===== src/rtl/seq_ctrl.sv =====
// Instruction sequencer: fetch/decode/execute/write-back control with
// halt-request handling and a program counter / instruction register.
module seq_ctrl #(
   parameter int unsigned PC_W = 8
) (
   input  logic            clk,
   input  logic            rst_n,
   input  logic            run,
   input  logic            halt_req,
   input  logic [5:0]      instr_in,
   input  logic            mem_ack,
   output logic            mem_req,
   output logic [PC_W-1:0] pc,
   output logic [5:0]      ir,
   output logic            id_ce,
   output logic            exec_ce,
   output logic            wb_ce,
   output logic            busy,
   output logic            halted
);

   typedef enum logic [2:0] {
      S_IDLE,
      S_FETCH,
      S_DECODE,
      S_EXEC,
      S_WB,
      S_HALT
   } state_t;

   state_t state;
   state_t nxt;
   logic   halt_pend;

   always_comb begin
      nxt = state;
      case (state)
         S_IDLE, S_HALT: if (run && !halt_req) nxt = S_FETCH;
         S_FETCH:        if (mem_ack) nxt = S_DECODE;
         S_DECODE:       nxt = S_EXEC;
         S_EXEC:         nxt = S_WB;
         S_WB:           nxt = halt_pend ? S_HALT : S_FETCH;
         default:        nxt = S_IDLE;
      endcase
   end

   // Moore outputs are registered from the next state so they line up
   // exactly with the state register and clear asynchronously on reset.
   always_ff @(posedge clk or negedge rst_n) begin
      if (!rst_n) begin
         state     <= S_IDLE;
         pc        <= '0;
         ir        <= '0;
         halt_pend <= 1'b0;
         mem_req   <= 1'b0;
         id_ce     <= 1'b0;
         exec_ce   <= 1'b0;
         wb_ce     <= 1'b0;
         busy      <= 1'b0;
         halted    <= 1'b0;
      end else begin
         state   <= nxt;
         mem_req <= (nxt == S_FETCH);
         id_ce   <= (nxt inside {S_DECODE, S_EXEC, S_WB});
         exec_ce <= (nxt == S_EXEC);
         wb_ce   <= (nxt == S_WB);
         busy    <= !(nxt inside {S_IDLE, S_HALT});
         halted  <= (nxt == S_HALT);

         if (state == S_FETCH && mem_ack) begin
            ir <= instr_in;
            pc <= pc + PC_W'(1);
         end

         if (nxt == S_HALT)
            halt_pend <= 1'b0;
         else if (busy && halt_req)
            halt_pend <= 1'b1;
      end
   end

endmodule


===== config.mk =====
export PLATFORM = sky130hd
export DESIGN_NAME = seq_ctrl
export DESIGN_NICKNAME = d
export VERILOG_FILES = /design/src/rtl/seq_ctrl.sv
export SDC_FILE = /design/constraint.sdc
export NUM_CORES = 1
export LEC_CHECK = 0
export ABC_AREA = 0
export CAP_MARGIN = 20
export CORE_MARGIN = 10
export CORE_UTILIZATION = 30
export DETAILED_ROUTE_END_ITERATION = 12
export PLACE_DENSITY = 0.57
export SLEW_MARGIN = 20
export SYNTH_ARGS = -nofsm -noshare
export SYNTH_HDL_FRONTEND = slang
export SYNTH_SLANG_ARGS = --single-unit

===== constraint.sdc =====
create_clock -name clk -period 1.72 [get_ports clk]
set_input_delay 0.344 -clock clk [delete_from_list [all_inputs] [get_ports clk]]
set_output_delay 0.344 -clock clk [all_outputs]
set_load 0.01 [all_outputs]

==> results.json, run 1 <==
{
  "status": "completed",
  "synthMuxAreaShare_pct": 0,
  "period_share_pct": 95.6,
  "synth_area_leaders": "dfrtp_1 (59%), nand2_1 (9.2%), xor2_1 (3.4%)",
  "post-place-ws_ns": 0.0489,
  "cts_root_buf": "clkbuf_4",
  "die_h_um": 78.3,
  "rrSetupSlack_ns": 0.33,
  "grt_pass1_vias": 784,
  "cpPeakStageDelay_ns": 0.56,
  "end_kind": "output pin",
  "ys_types": 25,
  "path_clk_slew_ns": 0.14,
  "path_class": "flip-flop to output pin",
  "max-vdd-ir-drop_mv": 0.366,
  "period_minus_slack_ns": 1.65,
  "power_density_mw_per_mm2": 1620,
  "syn_area_per_cell_um2": 10.9,
  "worstPathMaxFanout": 4,
  "synth-seq-cells": 24,
  "crit_required_ns": 1.38,
  "worstSkewPairLatency_ns": 0.32,
  "vias": 784,
  "synth_top_family_by_area": "simple AND/OR/NAND/NOR gates",
  "hold_path.class": "input port to asynchronous set/reset pin",
  "start_util_pct": 30.8,
  "fillers": 329,
  "tightest_slew_ns": 0.343,
  "cp_top_family": "buffers and inverters",
  "p_leak_uw": 0.000673,
  "grt_start_max_net_pins": 25,
  "stdcell_count": 178,
  "yosysSeqAreaShare_pct": 58.8,
  "port_buffers": 30,
  "fin_setup_tns_ns": 0,
  "synth_warnings": 0,
  "maxCapViolCount": 0,
  "clockBufferDepth": 2,
  "gp_congestion": 0.800,
  "r2r_start": "state[2]",
  "syn_inst": 94,
  "diodes": 0,
  "startpoint_type": "flip-flop",
  "syn-num-nets": 106,
  "gr-total-overflow": 0,
  "fin_skew_ns": 0.00751,
  "worst_r2r_endpoint": "pc[7]",
  "cts_buffers": 3,
  "htreeDepth": 1,
  "worst_path_max_delay_cell": "clkdlybuf4s50_1",
  "grt_pass1_wl_um": 3750,
  "dp_hpwl_um": 1730,
  "dp.cells": 171,
  "hold_buffers": 0,
  "cts_tree": "done",
  "wirelength_um": 2210,
  "drc": 0,
  "cp.arrival_ns": 1.30,
  "dr.pass1.iters": 4,
  "wire_per_inst_um": 12.4,
  "antenna_found_initial": 0,
  "postLayoutCoreUtil_pct": 44.3,
  "r2r_cells": 3,
  "synth_xor_area_share_pct": 6.00,
  "yosysTopAreaCellShare_pct": 58.8,
  "synth_compound_area_share_pct": 6.37,
  "worstPathCellList": "clkdlybuf4s50_1",
  "drtIter0Drc": 32,
  "grt_setup_unrepaired": "false",
  "setup_viol": 0,
  "die-area_mm2": 0.00614,
  "synth_area_mm2": 0.00102,
  "ant_nets": 0,
  "area_growth_pct": 43.5,
  "cp_num_buf_inv": 1,
  "slew_headroom_pct": 77.0,
  "yosysTopAreaCell": "dfrtp_1",
  "synthSimpleGateAreaFrac_pct": 24.3,
  "synthAdderAreaFrac_pct": 1.23,
  "die_w_um": 78.3,
  "hold_viol": 0,
  "std_cell_rows": 21,
  "drv_slew": 0,
  "coreArea_mm2": 0.00331,
  "drive_gt1_share_pct": 12.1,
  "vias_per_cell": 4.40,
  "timing.fmax_ghz": 0.608,
  "setup_ws_ns": 0.0749,
  "grt_usage_pct": 7.52,
  "cts_sinks": 24,
  "nets": 145,
  "design.portCount": 31,
  "crit_start": "pc[5]"
}
==> Yosys cell counts (all sizes together) <==
cell     number
nor2          5
nand4bb       1
o22a          1
xnor2         3
nand3         3
buf           4
a22oi         1
nand4         1
nand2        25
a211oi        1
nor2b         1
dfrtp        24
xor2          4
o311ai        1
or2           1
nor3          3
and4bb        1
inv           2
o21ai         3
a21oi         2
ha            1
nand2b        4
nor4          1
o31ai         1
==> routing by layer <==
metal  vias up  track usage [%]  wire length, um
met1       383             7.74              841
met3         2             2.05              133
met5         -                0                0
met4         0             4.30               29
met2        13             13.4             1200
li1        386                -                -
==> where the power goes <==
group	switching [uW]	internal, uW
logic	439	581
registers	176	776
clock network	173	236
total	788	1590
==> layout make-up <==
| class | instances | area [um^2] | area share, % |
|---|---|---|---|
| flip-flops and latches | 24 | 601 | 41.0 |
| multi-input cells | 64 | 387 | 26.4 |
| repair buffers | 38 | 360 | 24.6 |
| well taps | 46 | 57.6 | 3.93 |
| clock inverters | 1 | 30.0 | 2.05 |
| clock buffers | 3 | 22.5 | 1.54 |
| inverters | 2 | 7.51 | 0.512 |
==> state kept, by name, summed over array words and instances (netlist names) <==
signal     flops
pc             8
halted         1
wb_ce          1
ir             6
exec_ce        1
busy           1
mem_req        1
state          3
halt_pend      1
id_ce          1
==> worst max path at each step <==
stage	depth (start not counted)	endpoint	slack [ns]
after floorplan	4	pc[7]	0.46
after CTS	1	pc[3]	0.03
after detailed placement	4	pc[7]	0.05
after global placement	4	pc[7]	0.10
final	1	pc[5]	0.07
after global routing	1	pc[4]	0.009
==> stage by stage <==
step                instance area, um^2  power [uW]  hold slack, ns
global route                       1470        2560           0.374
floorplan                          1020        1470          0.0484
CTS                                1450        2400           0.363
detailed placement                 1390        1960           0.456
finish                             1470        2380           0.372
global placement                   1390        1940           0.461
==> repair_timing <==
action	4_1_cts	5_1_grt
setup buffers	1	2
resized for setup	0	0
endpoints found under the setup margin	1	2
==> layout by cell type, fill, tap and decap left out, drive strengths merged, types with 2 or more instances in the layout <==
cell type | synthesis | final
xnor2 | 3 | 3
nor3 | 3 | 3
nand2b | 4 | 4
nand2 | 25 | 25
dfrtp | 24 | 24
nand3 | 3 | 3
nor2 | 5 | 5
clkdlybuf4s50 | 0 | 30
a21oi | 2 | 2
buf | 4 | 8
o21ai | 3 | 3
inv | 2 | 2
xor2 | 4 | 4
clkbuf | 0 | 3
==> logic make-up (layout without fill, tap and decap cells) <==
logic type | count (synthesis) | after routing
AOI/OAI and AO/OA | 10 | 10
xor gates and xnor gates | 7 | 7
adders and majority gates | 1 | 1
buffers and inverters | 6 | 44
DFF | 24 | 24
and+or+nand+nor | 46 | 46
Power figures use the tool's default switching activity.
==> run 2, diff against run 1 <==
- CORE_UTILIZATION: 30 -> 45
- PLACE_DENSITY: 0.57 -> 0.79
- SETUP_SLACK_MARGIN: unset -> 0.4
==> run 2 against run 1 <==
  * Setup slack better by 0.33 ns
  * Cell count shrank 2.8%
  * Critical path depth is the same
  * Sequential share of layout area is 0.058 points lower
  * Non-clock buffer count rose by 13
  * Die area fell by 25%
  * Total power increased by 2.7%
==> results.json, run 2 (synthesized netlist as in run 1, its figures left out) <==
{
  "status": "completed",
  "antenna_found_initial": 0,
  "crit_required_ns": 1.38,
  "final_common_cell": "nand2_1",
  "dr.pass1.iters": 4,
  "cts_root_buf": "clkbuf_4",
  "worstSkewPairLatency_ns": 0.32,
  "path_clk_slew_ns": 0.14,
  "setup_viol": 0,
  "most-common-layout-cells": "nand2_1 (25), dfrtp_1 (21), buf_4 (20)",
  "hold_path.class": "input port to asynchronous set/reset pin",
  "p_switching_uw": 878,
  "cts_tree": "done",
  "tightest_slew_ns": 0.317,
  "slew_headroom_pct": 78.6,
  "area_growth_pct": 44.6,
  "coreArea_mm2": 0.00219,
  "die-area_mm2": 0.00457,
  "power_density_mw_per_mm2": 1660,
  "cts_buffers": 3,
  "drv_slew": 0,
  "grt_setup_unrepaired": "true",
  "path_class": "flip-flop to output pin",
  "internal_power_uw": 1570,
  "cp_top_family": "flip-flops",
  "gr-total-overflow": 0,
  "die_w_um": 67.6,
  "fin_setup_tns_ns": 0,
  "grt_start_max_net_pins": 25,
  "htreeDepth": 1,
  "port_buffers": 30,
  "seqPwrFrac_pct": 38.3,
  "postLayoutCoreUtil_pct": 67.4,
  "pwr-share-comb_pct": 45.1,
  "cts_sinks": 24,
  "p_clk_share_pct": 16.6,
  "ant_nets": 0,
  "grt_pass1_vias": 878,
  "cp.arrival_ns": 0.97,
  "end_kind": "output pin",
  "clockBufferDepth": 2,
  "design.portCount": 31,
  "drtIter0Drc": 43,
  "drive_gt1_share_pct": 33.1,
  "period_share_pct": 76.7,
  "p_leak_uw": 0.000756,
  "reg.largest.list": "pc: 8 flops, ir: 6 flops, state: 3 flops",
  "dp_hpwl_um": 1700,
  "cpPeakStageDelay_ns": 0.42,
  "period_minus_slack_ns": 1.32,
  "gp_congestion": 0.770,
  "largest_register": "pc",
  "hold_buffers": 0,
  "startpoint_type": "flip-flop",
  "fin_skew_ns": 0.0118,
  "drc": 0,
  "worst_path_max_delay_cell": "dfrtp_1",
  "diodes": 0,
  "wirelength_um": 2730,
  "timing.fmax_ghz": 0.758,
  "cp_num_buf_inv": 1,
  "hold_viol": 0,
  "vias_per_cell": 4.95,
  "die_h_um": 67.6,
  "nets": 158,
  "max-vdd-ir-drop_mv": 0.988,
  "grt_pass1_wl_um": 4210,
  "largest_reg_flops": 8,
  "p_sw_share_pct": 35.9,
  "vias": 856,
  "start_util_pct": 46.6,
  "wire_per_inst_um": 15.8,
  "worstPathMaxFanout": 2,
  "maxCapViolCount": 0,
  "rrSetupSlack_ns": 0.44,
  "grt_usage_pct": 11.8,
  "std_cell_rows": 17,
  "worstPathCellList": "clkdlybuf4s15_1"
}
## run 2: cell types whose count changed in the layout (fill, tap and decap cells not counted), sizes merged
cell / previous run / this run
clkdlybuf4s15: 0 / 5
dlygate4sd2: 0 / 1
buf: 8 / 21
clkbuf: 3 / 18
clkdlybuf4s50: 30 / 9
## run 2: layer usage
| metal | vias up | share of wire, % | wire [um] | global-route usage (%) |
|---|---|---|---|---|
| met5 | - | 0 | 0 | 0 |
| met3 | 2 | 6.0 | 163 | 2.98 |
| li1 | 410 | - | - | - |
| met4 | 0 | 0.18 | 5 | 2.31 |
| met2 | 26 | 58 | 1570 | 23.6 |
| met1 | 418 | 36 | 983 | 11.8 |
## run 2: worst reg2reg max path: stages, from the launching register on
cell and delay, ns:
dfrtp_2 0.43, nand4bb_4 0.28, nor4_4 0.31, xor2_1 0.19
## run 2: final timing paths
| kind | startpoint | to | cells past startpoint |
|---|---|---|---|
| worst min-delay path | rst_n | pc[6] | 2 |
| worst max register to register | state[2] | pc[7] | 3 |
| worst min register to register | ir[0] | ir[0] | 2 |
| min in group clk | ir[0] | ir[0] | 2 |
| max in group asynchronous | rst_n | state[1] | 2 |
| worst max-delay path | pc[2] | pc[2] | 1 |
## run 2: final cells by class
cell class / instances / area, um^2
Clock inverter: 1 / 30.0
Sequential cell: 24 / 604
Fill cell: 167 / 714
Inverter: 2 / 7.51
Timing Repair Buffer: 51 / 385
Tap cell: 28 / 35.0
Multi-Input combinational cell: 64 / 392
Clock buffer: 3 / 22.5
## run 2: power groups by stage
stage / logic [uW] / registers (uW) / clock network, uW
floorplan: 472 / 999 / 0
global placement: 943 / 979 / 0
detailed placement: 963 / 989 / 0
CTS: 1100 / 914 / 411
global route: 1220 / 953 / 438
finish: 1100 / 936 / 406
## run 2: metrics by stage
| stage | worst slack (ns) | area (um^2) | total power [uW] | hold slack (ns) | std cells |
|---|---|---|---|---|---|
| final | 0.401 | 1480 | 2440 | 0.366 | 173 |
| after global routing | 0.364 | 1480 | 2610 | 0.391 | 173 |
| after CTS | 0.368 | 1520 | 2430 | 0.378 | 170 |
| after detailed placement | 0.0544 | 1360 | 1950 | 0.457 | 152 |
| after global placement | 0.0787 | 1360 | 1920 | 0.458 | 152 |
| after floorplan | 0.464 | 1020 | 1470 | 0.0484 | 94 |
## run 2: repair_timing
action | in CTS | in global routing
buffers inserted | 14 | 3
endpoints found under the hold margin | 0 | 0
pin swaps | 1 | 4
resized for setup | 40 | 21
setup endpoints to repair | 23 | 28
cloned | 0 | 0
